**config.mk**
```make
export PLATFORM = sky130hd
export DESIGN_NAME = maxnet_sequencer
export DESIGN_NICKNAME = d
export VERILOG_FILES = /design/src/rtl/maxnet_sequencer.sv
export SDC_FILE = /design/constraint.sdc
export NUM_CORES = 1
export LEC_CHECK = 0
export ABC_CLOCK_PERIOD_IN_PS = 1550
export CAP_MARGIN = 20
export CORE_MARGIN = 1.5
export CORE_UTILIZATION = 40
export CTS_CLUSTER_DIAMETER = 50
export DETAILED_ROUTE_END_ITERATION = 7
export HOLD_SLACK_MARGIN = 0.02
export PLACE_DENSITY = 0.76
export SYNTH_ARGS = -nofsm -noshare
export SYNTH_HDL_FRONTEND = slang
export SYNTH_SLANG_ARGS = --single-unit
export TNS_END_PERCENT = 50
```
**constraint.sdc**
```tcl
create_clock -name clk -period 1.55 [get_ports clk]
set_input_delay 0.155 -clock clk [delete_from_list [all_inputs] [get_ports clk]]
set_output_delay 0.155 -clock clk [all_outputs]
set_load 0.05 [all_outputs]
```
**src/rtl/maxnet_sequencer.sv**
```systemverilog
// maxnet_sequencer: gathers NUM_INPUTS operands, runs one Maxnet pass, returns its max.
// Define MAXNET_TIMEOUT_EN to bound the wait for mx_done and raise a sticky error.
module maxnet_sequencer #(
   parameter int WIDTH          = 32,
   parameter int NUM_INPUTS     = 4,
   parameter int TIMEOUT_CYCLES = 1023
) (
   input  logic                        clk,
   input  logic                        rst,
   input  logic                        in_valid,
   output logic                        in_ready,
   input  logic [WIDTH-1:0]            in_data,
   output logic [NUM_INPUTS*WIDTH-1:0] mx_operands,
   output logic                        mx_start,
   input  logic                        mx_done,
   input  logic [WIDTH-1:0]            mx_max,
   output logic                        out_valid,
   input  logic                        out_ready,
   output logic [WIDTH-1:0]            out_data,
   output logic                        busy,
   output logic                        error
);
   localparam int CW = $clog2(NUM_INPUTS);
   localparam logic [CW-1:0] LAST = CW'(NUM_INPUTS - 1);

   typedef enum logic [1:0] {
      S_COLLECT,
      S_START,
      S_WAIT,
      S_RESULT
   } state_t;

   state_t                      r_state;
   state_t                      w_next;
   logic [CW-1:0]               r_cnt;
   logic [NUM_INPUTS*WIDTH-1:0] r_ops;
   logic [WIDTH-1:0]            r_data;
   logic                        w_accept;
   logic                        w_timeout;

   // in_ready is gated by rst so nothing is accepted while held in reset
   assign in_ready    = rst & (r_state == S_COLLECT);
   assign w_accept    = in_valid & in_ready;
   assign mx_start    = (r_state == S_START);
   assign out_valid   = (r_state == S_RESULT);
   assign busy        = (r_state != S_COLLECT) | (r_cnt != '0);
   assign mx_operands = r_ops;
   assign out_data    = r_data;

   always_ff @(posedge clk or negedge rst) begin
      if (!rst) r_state <= S_COLLECT;
      else      r_state <= w_next;
   end

   always_comb begin
      w_next = r_state;
      unique case (r_state)
         S_COLLECT: if (w_accept && r_cnt == LAST) w_next = S_START;
         S_START:   w_next = S_WAIT;
         S_WAIT:    if (mx_done || w_timeout) w_next = S_RESULT;
         S_RESULT:  if (out_ready) w_next = S_COLLECT;
         default:   w_next = S_COLLECT;
      endcase
   end

   always_ff @(posedge clk or negedge rst) begin
      if (!rst) begin
         r_cnt <= '0;
         r_ops <= '0;
      end else if (w_accept) begin
         r_cnt <= (r_cnt == LAST) ? '0 : r_cnt + 1'b1;
         for (int i = 0; i < NUM_INPUTS; i++) begin
            if (r_cnt == CW'(i)) r_ops[i*WIDTH +: WIDTH] <= in_data;
         end
      end
   end

   // done is only honoured in WAIT; a timeout returns an all-ones word
   always_ff @(posedge clk or negedge rst) begin
      if (!rst) begin
         r_data <= '0;
      end else if (r_state == S_WAIT) begin
         if (mx_done)        r_data <= mx_max;
         else if (w_timeout) r_data <= '1;
      end
   end

`ifdef MAXNET_TIMEOUT_EN
   localparam int TW = $clog2(TIMEOUT_CYCLES + 1);

   logic [TW-1:0] r_tmo;
   logic          r_err;

   assign w_timeout = (r_state == S_WAIT) & ~mx_done &
                      (r_tmo == TW'(TIMEOUT_CYCLES - 1));
   assign error     = r_err;

   always_ff @(posedge clk or negedge rst) begin
      if (!rst) begin
         r_tmo <= '0;
         r_err <= 1'b0;
      end else begin
         r_tmo <= (r_state == S_WAIT) ? r_tmo + 1'b1 : '0;
         if (w_timeout) r_err <= 1'b1;
      end
   end
`else
   assign w_timeout = 1'b0;
   assign error     = 1'b0;
`endif

endmodule

```
==> results.sh, run 1 <==
export IMPL_status="finished with violations"
export IMPL_failed_checks="setup timing"
export IMPL_rsz0062_at_grt="yes"
export IMPL_syn2layout_area_growth_pct=52.1
export IMPL_clk_path_buf_depth=2
export IMPL_cp_num_buf_inv=3
export IMPL_track_usage=0.183
export IMPL_critPathTopFamily="flip-flops"
export IMPL_drc=0
export IMPL_ios=234
export IMPL_synth_edf_count=0
export IMPL_die_h_um=129
export IMPL_vias_per_cell=4.78
export IMPL_synth_top_area_frac=0.650
export IMPL_fin_crit_sh=1.04
export IMPL_crit_required_ps=1390
export IMPL_start_util=0.413
export IMPL_synthFlopType="dfrtp_1"
export IMPL_cp_arrival_ps=1460
export IMPL_hold_class="in -> async"
export IMPL_num_rows=45
export IMPL_grt_ovfl_total=0
export IMPL_setup_violations_final=33
export IMPL_r2r_worst_path_cells=6
export IMPL_yosysUniqueCellTypes=20
export IMPL_max_freq_mhz=619
export IMPL_hold_viol_final=0
export IMPL_yosys_area_top_type="dfrtp_1"
export IMPL_dr_pass1_iters=4
export IMPL_core_area_sq_um=15300
export IMPL_cp_end_kind="output pin"
export IMPL_h_tree_depth=4
export IMPL_antenna_found_initial=0
export IMPL_grt_pass1_vias=4289
export IMPL_async_flop_share=1.00
export IMPL_slew_headroom=0.559
export IMPL_syn_area_sq_um=6320
export IMPL_finClkSkew_ps=8.54
export IMPL_syn_nets=446
export IMPL_synthCells=369
export IMPL_numCtsBuffers=17
export IMPL_clock_latency_ps=420
export IMPL_yosys_warnings=0
export IMPL_syn_mean_instance_area_sq_um=17.1
export IMPL_yosys_top_cells_count="dfrtp_1, mux2_2, buf_2"
export IMPL_postRouteAntennaNets=0
export IMPL_die_w_um=129
export IMPL_slowest_stage="dfrtp_1"
export IMPL_final_nets=714
export IMPL_synthMostInstantiatedCell="dfrtp_1"
export IMPL_finalNonFillerCells=861
export IMPL_antenna_cells=0
export IMPL_drv_slew=0
export IMPL_grt_max_degree=127
export IMPL_setup_worst_path_start_class="flop"
export IMPL_met1_usage=0.214
export IMPL_cts_sinks=164
export IMPL_dpl_hpwl_mm=10.5
export IMPL_tightest_slew_ps=662
export IMPL_routed_wl_mm=15.3
export IMPL_cp_cell_sequence="inv_2 > ha_4 > and2_4 > buf_6 > buf_12"
export IMPL_grt_pass1_wl_mm=22.9
export IMPL_layout_drive_gt1_share=0.628
export IMPL_path_max_fanout=4
export IMPL_port_buffers=232
export IMPL_vias=4112
export IMPL_use_met3=0.0615
export IMPL_wl_per_cell_um=17.7
export IMPL_crit_path_max_incr_delay_ps=390
export IMPL_r2r_setup_slack_ps=-70
export IMPL_place_congestion=0.721
export IMPL_seq_area_frac_synth=0.650
export IMPL_worst_slack_ps=-65.1
export IMPL_grtUsageMet2=0.308
export IMPL_cts_tree="built"
export IMPL_busiest_layer="met2"
export IMPL_cts_root_buf="clkbuf_16"
export IMPL_placed_cells=816
export IMPL_cp_depth=5
export IMPL_yosys_register_bits=164
export IMPL_synth_area_leaders="dfrtp_1, mux2_2, ha_1"
export IMPL_maxCapViolCount=0
export IMPL_crit_type="reg -> out"
export IMPL_timing_setup_tns_ps=-437
export IMPL_clkTransAtPathRegs_ps=60
export IMPL_first_iter_violations=120
export IMPL_final_min_clock_period_ps=1620
export IMPL_dieArea_sq_um=16600
final cells by class:
class | instances | area [sq um]
Tap cell | 211 | 264
Clock buffer | 21 | 470
Multi-Input combinational cell | 184 | 2150
Timing Repair Buffer | 265 | 2430
Clock inverter | 11 | 171
Inverter | 5 | 18.8
Fill cell | 1166 | 5700
Sequential cell | 164 | 4100
worst register-to-register path, stage by stage (launching register included):
cell and delay, ps:
dfrtp_1 390, inv_2 80, ha_4 150, buf_4 140
nand4_4 110, a221oi_4 300, mux2_4 320
final timing paths:
| path | start | to |
|---|---|---|
| setup / recovery | r_state[0] | in_ready |
| hold / removal | rst | r_cnt[1] |
| setup reg to reg | r_state[0] | r_state[1] |
| hold reg to reg | out_data[29] | out_data[29] |
| max in group asynchronous | rst | mx_operands[51] |
| min in group clk | mx_max[6] | out_data[6] |
cell families (layout without fill, tap and decap cells):
logic type      count (synthesis)  after routing  share of synthesized area
simple gates                   10             10                     0.0135
flops                         164            164                      0.650
mux                           162            162                      0.291
compound gates                  3              3                    0.00515
fa+ha+maj                       8              8                     0.0158
buf+inv                        21            302                     0.0244
other cells                     1              1                   0.000593
per-stage QoR:
step	utilization	area, sq um	hold WS, ps	setup WS [ps]
floorplan	-	6330	-141	-80.8
global placement	0.568	8700	-42.5	-65.0
detailed placement	0.568	8700	-42.7	-70.4
CTS	0.616	9430	98.9	-88.5
global route	0.628	9610	116	-126
finish	0.628	9610	143	-65.1
flip-flops by register name, summed over array words and instances, names as in the netlist:
name         count
mx_operands    128
out_data        32
r_cnt            2
r_state          2
timing repair:
item,in CTS,in global routing
setup buffers,6,1
resized for setup,9,9
hold endpoints to repair,164,0
pin swaps,4,5
cloned,0,5
hold buffers,1,0
setup endpoints to repair,117,162
per-layer routing:
| metal | share of wire | vias up |
|---|---|---|
| met5 | 0 | - |
| met4 | 0.021 | 0 |
| met3 | 0.067 | 26 |
| met2 | 0.51 | 154 |
| met1 | 0.41 | 2089 |
| li1 | - | 1843 |
cells in the final DEF (no fill, tap or decap):
| master | count |
|---|---|
| buf_4 | 175 |
| dfrtp_1 | 164 |
| mux2_2 | 157 |
| clkdlybuf4s50_1 | 67 |
| clkbuf_16 | 22 |
| buf_12 | 14 |
| mux2_4 | 5 |
| inv_2 | 4 |
| ha_2 | 4 |
| bufinv_16 | 4 |
| ha_4 | 3 |
| clkbuf_8 | 3 |
| buf_6 | 3 |
| nand2_4 | 2 |
| nand3_4 | 2 |
| inv_6 | 2 |
| clkinvlp_4 | 2 |
| clkinv_2 | 2 |
| and2_4 | 1 |
| nand4_4 | 1 |
| nand4_1 | 1 |
| nor2b_1 | 1 |
| inv_1 | 1 |
| a221oi_4 | 1 |
| o32a_1 | 1 |
| nand3_1 | 1 |
| nor3_1 | 1 |
| a21o_1 | 1 |
| ha_1 | 1 |
| conb_1 | 1 |
| clkbuf_1 | 1 |
| clkinv_4 | 1 |
| dlygate4sd3_1 | 1 |
Power of run 1 is not shown: default switching activity piles up to over one toggle a cycle in this logic, so the estimate is an artifact.
==> run 2, diff against run 1 <==
--- a/config.mk
+++ b/config.mk
@@ -13,6 +13,7 @@
 export DETAILED_ROUTE_END_ITERATION = 7
 export HOLD_SLACK_MARGIN = 0.02
 export PLACE_DENSITY = 0.76
+export SLEW_MARGIN = 5
 export SYNTH_ARGS = -nofsm -noshare
 export SYNTH_HDL_FRONTEND = slang
 export SYNTH_SLANG_ARGS = --single-unit
==> results of run 2 <==
No change in the layout: final DEF, timing and power equal those of run 1.
Power of run 2 is left out for the same reason.
==> run 3, diff against run 2 <==
--- a/config.mk
+++ b/config.mk
@@ -7,7 +7,8 @@
 export LEC_CHECK = 0
 export ABC_CLOCK_PERIOD_IN_PS = 1550
 export CAP_MARGIN = 20
-export CORE_MARGIN = 1.5
+export CORE_ASPECT_RATIO = 1.2
+export CORE_MARGIN = 2
 export CORE_UTILIZATION = 40
 export CTS_CLUSTER_DIAMETER = 50
 export DETAILED_ROUTE_END_ITERATION = 7
==> constraint.sdc (replaced) <==
create_clock -name clk -period 1.55 [get_ports clk]
set_input_delay 0.155 -clock clk [delete_from_list [all_inputs] [get_ports clk]]
set_output_delay 0.155 -clock clk [all_outputs]
set_load 0.01 [all_outputs]
==> results.sh, run 3 (synthesis gave the netlist of run 1 again) <==
export IMPL_status="finished with violations"
export IMPL_failed_checks="setup timing"
export IMPL_port_buffers=232
export IMPL_slew_headroom=0.561
export IMPL_drc=0
export IMPL_largest_reg_flops=128
export IMPL_antenna_cells=0
export IMPL_postRouteAntennaNets=0
export IMPL_max_freq_mhz=631
export IMPL_hold_viol_final=0
export IMPL_maxCapViolCount=0
export IMPL_numCtsBuffers=17
export IMPL_tightest_slew_ps=658
export IMPL_clk_path_buf_depth=2
export IMPL_layout_drive_gt1_share=0.378
export IMPL_die_h_um=142
export IMPL_grt_max_degree=122
export IMPL_rsz0062_at_grt="yes"
export IMPL_cts_sinks=164
export IMPL_num_rows=50
export IMPL_syn2layout_area_growth_pct=58.5
export IMPL_clock_latency_ps=420
export IMPL_cts_tree="built"
export IMPL_cp_end_kind="flop"
export IMPL_final_cell_mix="clkdlybuf4s50_1, dfrtp_1, mux2_2"
export IMPL_crit_path_max_incr_delay_ps=400
export IMPL_dp_slack_ps=-92.5
export IMPL_h_tree_depth=4
export IMPL_slowest_stage="dfrtp_1"
export IMPL_clkTransAtPathRegs_ps=60
export IMPL_path_max_fanout=8
export IMPL_place_congestion=0.752
export IMPL_start_util=0.407
export IMPL_grt_pass1_wl_mm=24.7
export IMPL_cp_cell_sequence="inv_2 > ha_4 > buf_6 > nand4_1 > buf_6 > clkbuf_16 > mux2_4"
export IMPL_drv_slew=0
export IMPL_final_util=0.646
export IMPL_grt_ovfl_total=0
export IMPL_setup_violations_final=53
export IMPL_grt_pass1_vias=4529
export IMPL_final_nets=713
export IMPL_track_usage=0.191
export IMPL_crit_type="reg -> reg"
export IMPL_n_fill_cell=1173
export IMPL_dieArea_sq_um=16800
export IMPL_finalNonFillerCells=857
export IMPL_crit_required_ps=1850
export IMPL_cts_root_buf="clkbuf_16"
export IMPL_finClkSkew_ps=7.08
export IMPL_power_density_nw_per_um2=2090
export IMPL_placed_cells=809
export IMPL_routed_wl_mm=16.2
export IMPL_cpMostUsedCell="buf_6"
export IMPL_setup_worst_path_start_class="flop"
export IMPL_worst_slack_ps=-35.5
export IMPL_core_area_sq_um=15500
export IMPL_fin_crit_sh=1.02
export IMPL_hold_class="in -> async"
export IMPL_dpl_hpwl_mm=10.7
export IMPL_wl_per_cell_um=18.9
export IMPL_final_min_clock_period_ps=1590
export IMPL_first_iter_violations=124
export IMPL_whs_ps=130
export IMPL_vias_per_cell=4.80
export IMPL_dr_pass1_iters=4
export IMPL_ios=234
export IMPL_antenna_found_initial=0
export IMPL_p_leak_nw=4.58
export IMPL_vias=4114
export IMPL_cp_arrival_ps=1880
export IMPL_peakVddDrop_uv=1010
export IMPL_die_w_um=119
export IMPL_timing_setup_tns_ps=-814
export IMPL_final_common_cell="clkdlybuf4s50_1"
run 3: changes by cell type in the layout (fill, tap and decap cells not counted), sizes merged:
cell / previous run / this run
buf: 192 / 31
clkdlybuf4s50: 67 / 223
clkinvlp: 2 / 1
clkinv: 3 / 8
dlymetal6s2s: 0 / 4
bufinv: 4 / 1
inv: 7 / 6
run 3: final timing paths:
kind                            cells after the start            start  slack, ps               to
worst max-delay path                                7       r_state[0]        -40   mx_operands[6]
worst min-delay path                                2              rst        130         r_cnt[1]
worst max register to register                      7       r_state[0]        -40   mx_operands[6]
worst min register to register                      1  mx_operands[36]        500  mx_operands[36]
max in group asynchronous                           3              rst        580     out_data[31]
min in group clk                                    2       mx_max[18]        350     out_data[18]
run 3: what timing repair did:
item | CTS | global route
hold buffers | 1 | 0
resized for setup | 33 | 36
buffers inserted | 7 | 0
hold endpoints to repair | 164 | 0
gates cloned | 2 | 6
pin swaps | 2 | 2
endpoints found under the setup margin | 140 | 168
run 3: cell type report:
cell class                 instances  area, sq um  share of cell area
sequential                       164         4100               0.410
timing repair buffer             264         2820               0.282
multi-input combinational        184         2230               0.222
clock buffer                      21          480              0.0480
tap                              208          260              0.0260
clock inverter                    11          101              0.0101
inverter                           5         18.8             0.00187
run 3: worst max-delay path, delay by kind of cell (launching register included):
kind,cells,cell delay (ps)
simple gates,1,90
mux,1,300
buf+inv,4,550
fa+ha+maj,1,140
flops,1,400
run 3: metrics by stage:
stage | power (mW) | instance area [sq um]
floorplan | 11.0 | 6340
global placement | 16.0 | 9010
detailed placement | 16.3 | 9010
CTS | 20.8 | 9750
global route | 22.0 | 10000
finish | 20.9 | 10000
run 3: layer usage:
layer	part of all wire	track usage	up-vias
met5	0	0	-
met4	0.025	0.0821	0
met3	0.060	0.0627	27
met2	0.52	0.338	145
met1	0.39	0.209	2101
li1	-	-	1841
run 3: power breakdown:
group | switching [mW] | internal [mW]
clock | 1.68 | 2.39
combinational | 3.34 | 6.04
sequential | 1.10 | 6.36
total | 6.12 | 14.8
(Power assumes the default switching activity.)
